`config.mk`:
```
export PLATFORM = sky130hd
export DESIGN_NAME = npcg_toggle_bnc_ca_seq
export DESIGN_NICKNAME = d
export VERILOG_FILES = /design/src/rtl/npcg_toggle_bnc_ca_seq.sv
export SDC_FILE = /design/constraint.sdc
export NUM_CORES = 1
export LEC_CHECK = 0
export ABC_AREA = 1
export BUFFER_PORTS_ARGS = -buffer_cell sky130_fd_sc_hd__buf_2
export CAP_MARGIN = 20
export CORE_UTILIZATION = 45
export DETAILED_ROUTE_END_ITERATION = 6
export PLACE_DENSITY = 0.82
export SETUP_SLACK_MARGIN = 0.3
export SYNTH_ARGS = -nofsm -noshare
export SYNTH_HDL_FRONTEND = slang
export SYNTH_SLANG_ARGS = --single-unit
```
`constraint.sdc`:
```
create_clock -name iSystemClock -period 2.7 [get_ports iSystemClock]
set_clock_uncertainty 0.2 [all_clocks]
set_input_delay 0.405 -clock iSystemClock [delete_from_list [all_inputs] [get_ports iSystemClock]]
set_output_delay 0.405 -clock iSystemClock [all_outputs]
set_load 0.1 [all_outputs]
```
`src/rtl/npcg_toggle_bnc_ca_seq.sv`:
```
// BNC command/address sequencer: one command byte plus 0-5 address bytes to the PM CAL engine, then a timer.
// Optional NPCG_BNC_CA_SEQ_TIMER_SKIP_EN: iLength[15]=1 skips the timer and completes on the CAL last-step flag.
module npcg_toggle_bnc_ca_seq #(
  parameter int NumberOfWays = 4,
  parameter int TimerCycles  = 3
) (
  input  logic                    iSystemClock,
  input  logic                    iReset,
  input  logic [5:0]              iOpcode,
  input  logic [4:0]              iTargetID,
  input  logic [4:0]              iSourceID,
  input  logic [15:0]             iLength,
  input  logic                    iCMDValid,
  output logic                    oCMDReady,
  input  logic [NumberOfWays-1:0] iWaySelect,
  input  logic [15:0]             iColAddress,
  input  logic [23:0]             iRowAddress,
  output logic                    oStart,
  output logic                    oLastStep,
  input  logic [7:0]              iPM_Ready,
  input  logic [7:0]              iPM_LastStep,
  output logic [7:0]              oPM_PCommand,
  output logic [2:0]              oPM_PCommandOption,
  output logic [NumberOfWays-1:0] oPM_TargetWay,
  output logic [15:0]             oPM_NumOfData,
  output logic                    oPM_CASelect,
  output logic [7:0]              oPM_CAData
);

  typedef enum logic [2:0] {
    S_IDLE      = 3'd0,
    S_CAL_ISSUE = 3'd1,
    S_CA_WRITE  = 3'd2,
    S_TM_ISSUE  = 3'd3,
`ifdef NPCG_BNC_CA_SEQ_TIMER_SKIP_EN
    S_WAIT_DONE = 3'd4,
    S_WAIT_CAL  = 3'd5
`else
    S_WAIT_DONE = 3'd4
`endif
  } state_t;

  state_t                  state, state_nx;
  logic [2:0]              idx, idx_nx;
  logic [2:0]              last_idx;
  logic [NumberOfWays-1:0] way_r;
  logic [7:0]              cmd_r;
  logic [15:0]             col_r;
  logic [23:0]             row_r;
  logic                    ca_sel_r;
  logic [7:0]              ca_data_r, byte_nx;
  logic                    trigger;
`ifdef NPCG_BNC_CA_SEQ_TIMER_SKIP_EN
  logic                    skip_r;
`endif

  logic unused_bits;
  assign unused_bits = ^{iSourceID, iLength[15:11], iPM_Ready[7], iPM_LastStep[7:4], iPM_LastStep[2:1]};

  assign trigger       = iCMDValid && (iTargetID == 5'b00101) && (iOpcode == 6'b010001);
  assign oStart        = trigger;
  assign oCMDReady     = (state == S_IDLE);
  assign oPM_TargetWay = way_r;
  assign oPM_CASelect  = ca_sel_r;
  assign oPM_CAData    = ca_data_r;

  always_comb begin
    // NOTE: every output of this block gets a default first so no path leaves one unassigned and infers a latch.
    state_nx           = state;
    idx_nx             = idx;
    oPM_PCommand       = 8'h00;
    oPM_PCommandOption = 3'b000;
    oPM_NumOfData      = 16'h0000;
    oLastStep          = 1'b0;
    case (state)
      S_IDLE: begin
        if (trigger) state_nx = S_CAL_ISSUE;
      end
      S_CAL_ISSUE: begin
        oPM_PCommand  = 8'b0000_1000;
        oPM_NumOfData = {13'd0, last_idx};
        idx_nx        = 3'd0;
        if (iPM_Ready[6:0] == 7'h7F) state_nx = S_CA_WRITE;
      end
      S_CA_WRITE: begin
        if (idx == last_idx) begin
          idx_nx = 3'd0;
`ifdef NPCG_BNC_CA_SEQ_TIMER_SKIP_EN
          state_nx = skip_r ? S_WAIT_CAL : S_TM_ISSUE;
`else
          state_nx = S_TM_ISSUE;
`endif
        end else begin
          idx_nx = idx + 3'd1;
        end
      end
      S_TM_ISSUE: begin
        oPM_PCommand       = 8'b0000_0001;
        oPM_PCommandOption = 3'b110;
        oPM_NumOfData      = 16'(TimerCycles);
        if (iPM_LastStep[3]) state_nx = S_WAIT_DONE;
      end
      S_WAIT_DONE: begin
        oLastStep = iPM_LastStep[0];
        if (iPM_LastStep[0]) state_nx = S_IDLE;
      end
`ifdef NPCG_BNC_CA_SEQ_TIMER_SKIP_EN
      S_WAIT_CAL: begin
        oLastStep = iPM_LastStep[3];
        if (iPM_LastStep[3]) state_nx = S_IDLE;
      end
`endif
      default: begin
        state_nx = S_IDLE;
        idx_nx   = 3'd0;
      end
    endcase
  end

  // Byte for the upcoming CAWrite index, so the registered CA outputs line up with the state.
  always_comb begin
    byte_nx = cmd_r;
    case (idx_nx)
      3'd1:    byte_nx = col_r[7:0];
      3'd2:    byte_nx = col_r[15:8];
      3'd3:    byte_nx = row_r[7:0];
      3'd4:    byte_nx = row_r[15:8];
      3'd5:    byte_nx = row_r[23:16];
      default: byte_nx = cmd_r;
    endcase
  end

  always_ff @(posedge iSystemClock) begin
    // NOTE: sequential state uses non-blocking assignments so every register samples pre-edge values.
    if (iReset) begin
      state     <= S_IDLE;
      idx       <= 3'd0;
      last_idx  <= 3'd0;
      way_r     <= '0;
      cmd_r     <= 8'h00;
      col_r     <= 16'h0000;
      row_r     <= 24'h000000;
      ca_sel_r  <= 1'b0;
      ca_data_r <= 8'h00;
`ifdef NPCG_BNC_CA_SEQ_TIMER_SKIP_EN
      skip_r    <= 1'b0;
`endif
    end else begin
      state <= state_nx;
      idx   <= idx_nx;
      if ((state == S_IDLE) && trigger) begin
        way_r    <= iWaySelect;
        cmd_r    <= iLength[7:0];
        last_idx <= (iLength[10:8] > 3'd5) ? 3'd5 : iLength[10:8];
        col_r    <= iColAddress;
        row_r    <= iRowAddress;
`ifdef NPCG_BNC_CA_SEQ_TIMER_SKIP_EN
        skip_r   <= iLength[15];
`endif
      end
      ca_sel_r  <= (state_nx == S_CA_WRITE) && (idx_nx != 3'd0);
      ca_data_r <= (state_nx == S_CA_WRITE) ? byte_nx : 8'h00;
    end
  end

endmodule

```
==> flow_summary.ini, run 1 <==
[floorplan]
core_area_mm2 = 0.00725
row_count = 31
dieWidth_um = 88.6
die_h_um = 88.6
io_pins = 138
start_util = 0.465
die-area_mm2 = 0.00785

[route]
drt-pass1-iter-count = 4
via_count = 3220
vias_per_cell = 4.82
wl_per_cell_um = 11.5
drt_drc_violations_left = 0
routed_wl_um = 7720
drt-initial-drc-count = 131
antenna_left = 0

[critical_path]
worst_setup_path_end_kind = primary output
rrSetupSlack_ns = 0.58
crit_type = reg2out
cp-startpoint = state[2]
cp.required_ns = 2.10
crit_fanout = 5
r2r-start = idx[1]
critPathArrivalTime_ns = 1.69
start_kind = flop

[layout]
nets = 660
final_cell_count_no_fill = 668
regArea_mm2 = 0.00140
fillers = 737
layout-drive-gt1-share = 0.255
areaGrowthSynthToFinish_pct = 18.7
insertedDiodeCount = 0
multiInputGateArea_mm2 = 0.00163

[worst_hold_path]
hold_path_class = in2reg
hp-start = iWaySelect[3]

[power_and_ir_drop]
combinationalPowerShare = 0.101
p_leak_uw = 0.00180
sequentialPowerShare = 0.524
clockPowerShare = 0.375
internal_power_uw = 1410
power_density_mw_per_mm2 = 492
vdd_drop_max_mv = 0.318
p_sw_frac = 0.284
switchingPower_uw = 559

[sta]
max_freq_mhz = 437
setup_tns_ns = 0
final-setup-viol-count = 0
finalCriticalPeriod_ns = 2.29
grt_setup_unrepaired = false
finalCritPeriodShare = 0.848
drv_slew = 0
hold_viol_final = 0

[synthesis]
yosysSeqAreaShare = 0.415
syn_area_mm2 = 0.00337
synth_cells = 476
avgSynthCellArea_um2 = 7.09
ys_warn_count = 0
ys_seq_elements = 70
synth.distinct_cells = 31

[placed_design]
placed_cells = 652
gp_congestion = 0.801
place_hpwl_um = 5600
numPortBuffers = 100

[clock_network]
path_clk_slew_ns = 0.08
cts_buffers = 9
postCtsSetupBuffers = 0
cts_num_sinks = 70
clk_latency_ns = 0.35
root_buffer = clkbuf_8
postCtsResizedCells = 0
clockBufferDepth = 2
cts_hold_buf = 0
cts_tree = built
htree_levels = 3

[status]
outcome = completed

[grt]
grt.overflow.total = 0
grt_pass1_wl_um = 12900
grt_max_degree = 55
grt_pass1_vias = 2962
grt_usage = 0.213
antenna_found_initial = 0

[job]
maxCapViolations = 0
critical path, cell delays in order (launching register included):
cell	delay, ns
dfxtp_1	0.37
inv_1	0.15
nand2_1	0.14
nor2_4	0.12
inv_1	0.08
nor2_4	0.07
buf_2	0.42
metal layers:
metal  vias to the layer above  GRT usage  wire length, µm
met5                         -          0                0
met4                         0     0.0909              103
met3                        10     0.0336              390
met2                        88      0.358             3750
met1                      1453      0.271             3470
li1                       1669          -                -
worst paths after layout:
check                                         to  cells past startpoint
worst max-delay path            oPM_NumOfData[2]                      6
worst min-delay path            oPM_TargetWay[3]                      3
worst max register to register     oPM_CAData[3]                      9
worst min register to register          cmd_r[7]                      2
logic make-up (layout without fill, tap and decap cells):
kind of cell | Yosys count | count (layout) | share of synthesized area
simple gates | 226 | 226 | 0.300
fa+ha+maj | 1 | 1 | 0.00371
xor+xnor | 2 | 2 | 0.00519
flops | 70 | 70 | 0.415
buf+inv | 85 | 159 | 0.130
compound gates | 91 | 91 | 0.145
other cells | 1 | 20 | 0.00111
synth_stat cells:
master,n,area (µm²)
nand3_1,8,40.0
nor3_1,1,5.00
nand2_1,137,514
nor2_1,39,146
nand2_4,4,45.0
nor2_8,1,20.0
a21oi_2,3,26.3
o21ai_0,18,90.1
buf_2,8,40.0
dfxtp_1,70,1400
a21oi_4,1,16.3
a211oi_1,1,7.51
o211ai_1,1,7.51
ha_1,1,12.5
nand2_2,3,18.8
nand3b_1,1,7.51
conb_1,1,3.75
inv_1,36,135
inv_2,2,7.51
a21oi_1,64,320
buf_6,1,11.3
nand3_2,1,10.0
o31ai_1,1,7.51
nor2_4,2,22.5
clkbuf_1,11,41.3
buf_4,27,203
xnor2_1,2,17.5
o21ai_2,1,8.76
a31oi_1,1,6.26
nand4_1,27,169
nor2_2,2,12.5
sequential cells by signal, summed over array words and instances (netlist names), 3 cells and up:
| register | cells |
|---|---|
| oPM_TargetWay | 4 |
| row_r | 24 |
| last_idx | 3 |
| cmd_r | 8 |
| state | 3 |
| idx | 3 |
| col_r | 16 |
| oPM_CAData | 8 |
cells in the final DEF (no fill, tap or decap), types with 2 or more instances in the layout:
master | synthesis | layout
dfxtp_1 | 70 | 70
clkbuf_8 | 0 | 9
inv_1 | 36 | 36
clkinv_2 | 0 | 3
nand4_1 | 27 | 27
buf_2 | 8 | 100
xnor2_1 | 2 | 2
a21oi_1 | 64 | 64
o21ai_0 | 18 | 18
nor2_4 | 2 | 4
inv_2 | 2 | 2
nor2_2 | 2 | 3
nor2_1 | 39 | 36
nand2_2 | 3 | 4
a21oi_2 | 3 | 3
nand2_1 | 137 | 136
nand3_1 | 8 | 8
buf_4 | 27 | 5
conb_1 | 1 | 20
nand2_4 | 4 | 4
inv_6 | 0 | 2
power by group through the flow:
stage | combinational [µW] | sequential [µW] | clock [µW]
after CTS | 200 | 1030 | 755
after global placement | 198 | 1060 | 0
after detailed placement | 199 | 1060 | 0
after global routing | 213 | 1030 | 793
final | 199 | 1030 | 739
after floorplan | 162 | 1060 | 0
final cells by class:
cell class,instances,share of cell area
Multi-Input combinational cell,340,0.406
Tap cell,99,0.0309
Clock inverter,7,0.0122
Sequential cell,70,0.350
Inverter,38,0.0356
Timing Repair Buffer,105,0.134
Clock buffer,9,0.0309
stage by stage:
step	worst slack [ns]	hold slack, ns	total power [µW]	utilization	area [µm²]
5_1_grt	0.318	0.0952	2040	0.552	4010
3_3_place_gp	0.587	0.240	1250	0.528	3830
4_1_cts	0.397	0.0838	1990	0.552	4010
2_1_floorplan	0.0307	0.230	1220	-	3460
6_report	0.409	0.0889	1970	0.552	4010
3_5_place_dp	0.531	0.246	1250	0.528	3830
Power figures use the tool's default switching activity.
==> inputs of run 2 (changes only) <==
Settings changed: ABC_AREA 1 to 0, PLACE_DENSITY 0.82 to 0.83.
Clock period 2.7 ns to 2.2 ns, I/O delays scaled along.
==> run 2 against run 1 <==
The run now ends with negative hold slack, negative setup slack left; combinational power up 23%; wire length increased by 25%; first-iteration DRC count is 4.6% higher; via count is 2.2% higher; core utilization up 15 points; global-route usage is 3.7 points higher; clock power is 60% higher; flip-flop and latch count unchanged; die area decreased by 1.9%; critical path depth grew 1; register-to-register slack worse by 0.72 ns; critical endpoint is now oPM_CAData[6]; largest cell class unchanged; largest power group unchanged.
==> flow_summary.ini, run 2 <==
[status]
outcome = finished, violations left
violations = negative hold slack, negative setup slack

[power_and_ir_drop]
power_uw = 2680
vdd_drop_max_mv = 0.401
power_density_mw_per_mm2 = 549
p_leak_uw = 0.00188

[sta]
tightest_slew_ns = 0.587
grt_setup_unrepaired = true
finalWorstSetupSlack_ns = -0.141
hold_viol_final = 1
hold_ws_ns = -0.00103
drv_slew = 0
max_freq_mhz = 427
final-setup-viol-count = 8
max_slew_margin = 0.609
finalCriticalPeriod_ns = 2.34
finalCritPeriodShare = 1.06

[layout]
fin_util = 0.705
final_cell_count_no_fill = 645
top_regs = row_r (24), col_r (16)
layout-drive-gt1-share = 0.404
nets = 640
insertedDiodeCount = 0
mostFrequentLayoutCells = nand2_1 (120), buf_2 (90), dfxtp_1 (65)
final_area_mm2 = 0.00489
layout_commonest_cell = nand2_1
regMostFlops = row_r
areaGrowthSynthToFinish_pct = 47.9
largest_reg_flops = 24

[synthesis]
synthFlopType = dfxtp_1
async_flop_share = 0
synth_cells = 409
yosysSeqAreaShare = 0.424
avgSynthCellArea_um2 = 8.09
synth.distinct_cells = 50
synth_top_area_share = 0.424
synth_top_area_cell = dfxtp_1
synth_common_cells = nand2_1 (121), dfxtp_1 (70), a21oi_1 (58), buf_4 (23), nor2_1 (20)
ys_warn_count = 0
synth_edf_count = 0
yosysMostFrequentCell = nand2_1
synth_area_leaders = dfxtp_1 (42%), nand2_1 (14%), a21oi_1 (8.8%)
syn_area_mm2 = 0.00331
ys_seq_elements = 70

[floorplan]
io_pins = 138
row_count = 30
die_h_um = 87.7
dieWidth_um = 87.7
core_area_mm2 = 0.00694
start_util = 0.476
die-area_mm2 = 0.00770

[grt]
grt_pass1_vias = 3088
grt.overflow.total = 0
antenna_found_initial = 0
grt_pass1_wl_um = 14600
grt_max_degree = 58
grt_usage = 0.250

[route]
antenna_left = 0
drt-pass1-iter-count = 4
drt_drc_violations_left = 0
via_count = 3292
wl_per_cell_um = 15.0
drt-initial-drc-count = 137
routed_wl_um = 9670
vias_per_cell = 5.10

[placed_design]
place_hpwl_um = 5940
placed_cells = 613
dp_slack_ns = -0.373
gp_congestion = 0.886
numPortBuffers = 100
place_area_mm2 = 0.00414

[critical_path]
crit_fanout = 7
reg2reg_to = oPM_CAData[6]
rrSetupSlack_ns = -0.14
cp.required_ns = 2.27
crit_type = reg2reg
start_kind = flop
worstRegToRegCells = 7
r2r-start = idx[1]
critPathArrivalTime_ns = 2.41
worst_setup_path_end_kind = flop

[clock_network]
root_buffer = clkbuf_8
clockBufferDepth = 2
cts_tree = built
htree_levels = 3
cts_buffers = 9
path_clk_slew_ns = 0.08
clk_latency_ns = 0.35
cts_num_sinks = 70

[job]
maxCapViolations = 0

[worst_hold_path]
hold_path_class = in2reg
hold_path_depth = 3
hold_end = col_r[14]
hp-start = iColAddress[14]
## run 2: cell count changes in the layout (fill, tap and decap cells not counted), moves of 10 or more
cell,previous run,this run
inv_1,36,3
buf_6,0,17
nand4_1,27,1
nor2_1,36,14
buf_4,5,30
nand2_1,136,120
o21ai_0,18,1
buf_12,0,10
buf_2,100,90
## run 2: final cells by class
type / count / area (µm²)
Multi-Input combinational cell: 309 / 1980
Timing Repair Buffer: 151 / 1140
Clock inverter: 6 / 93.8
Inverter: 3 / 11.3
Tap cell: 96 / 120
Clock buffer: 10 / 128
Sequential cell: 70 / 1420
Fill cell: 509 / 2050
## run 2: power breakdown
| part | internal (µW) | switching, µW |
|---|---|---|
| Sequential | 1260 | 0.133 |
| Clock | 647 | 532 |
| Combinational | 55.5 | 188 |
## run 2: routing by layer
metal | up-vias | global-route usage | part of all wire | wire length, µm
met3 | 21 | 0.0622 | 0.045 | 437
met1 | 1532 | 0.298 | 0.42 | 4110
met2 | 112 | 0.430 | 0.51 | 4890
met4 | 0 | 0.0999 | 0.025 | 237
li1 | 1627 | - | - | -
met5 | - | 0 | 0 | 0
## run 2: worst max-delay path by stage
stage / start / to / slack, ns / depth (start not counted)
finish: idx[1] / oPM_CAData[6] / -0.14 / 7
global route: idx[1] / oPM_CAData[0] / -0.23 / 7
CTS: idx[0] / oPM_CAData[2] / -0.09 / 7
detailed placement: idx[0] / oPM_CAData[5] / -0.37 / 6
global placement: idx[0] / oPM_CAData[4] / -0.24 / 6
floorplan: state[1] / oPM_CAData[6] / -0.12 / 8
## run 2: cells by family after synthesis
kind of cell,Yosys count,share of synthesized area
AO/OA/AOI/OAI,87,0.167
XOR/XNOR,3,0.00794
adder cells (fa/ha/maj),1,0.00378
buffers and inverters,50,0.0874
flip-flops,70,0.424
multiplexers,17,0.0545
other,1,0.00113
AND/OR/NAND/NOR,180,0.255
## run 2: stage by stage
stage / TNS, ns / hold WS, ns
after floorplan: -6.63 / 0.233
after global placement: -1.91 / 0.239
after detailed placement: -2.62 / 0.246
after CTS: -0.558 / 0.00123
after global routing: -1.56 / 0.0000791
final: -0.935 / -0.00103
## run 2: repair_timing
item,4_1_cts,5_1_grt
resized for setup,64,19
setup buffers,7,5
pin swaps,7,14
hold buffers,1,1
endpoints found under the hold margin,1,1
setup endpoints to repair,65,75
gates cloned,1,1
## run 2: worst max-delay path, cell delays in order, from the launching register on
cell      delay, ns
dfxtp_2        0.33
buf_6          0.13
xnor2_4        0.31
a311oi_4       0.21
or3_4          0.42
o31a_4         0.33
buf_6          0.13
a311oi_2       0.20
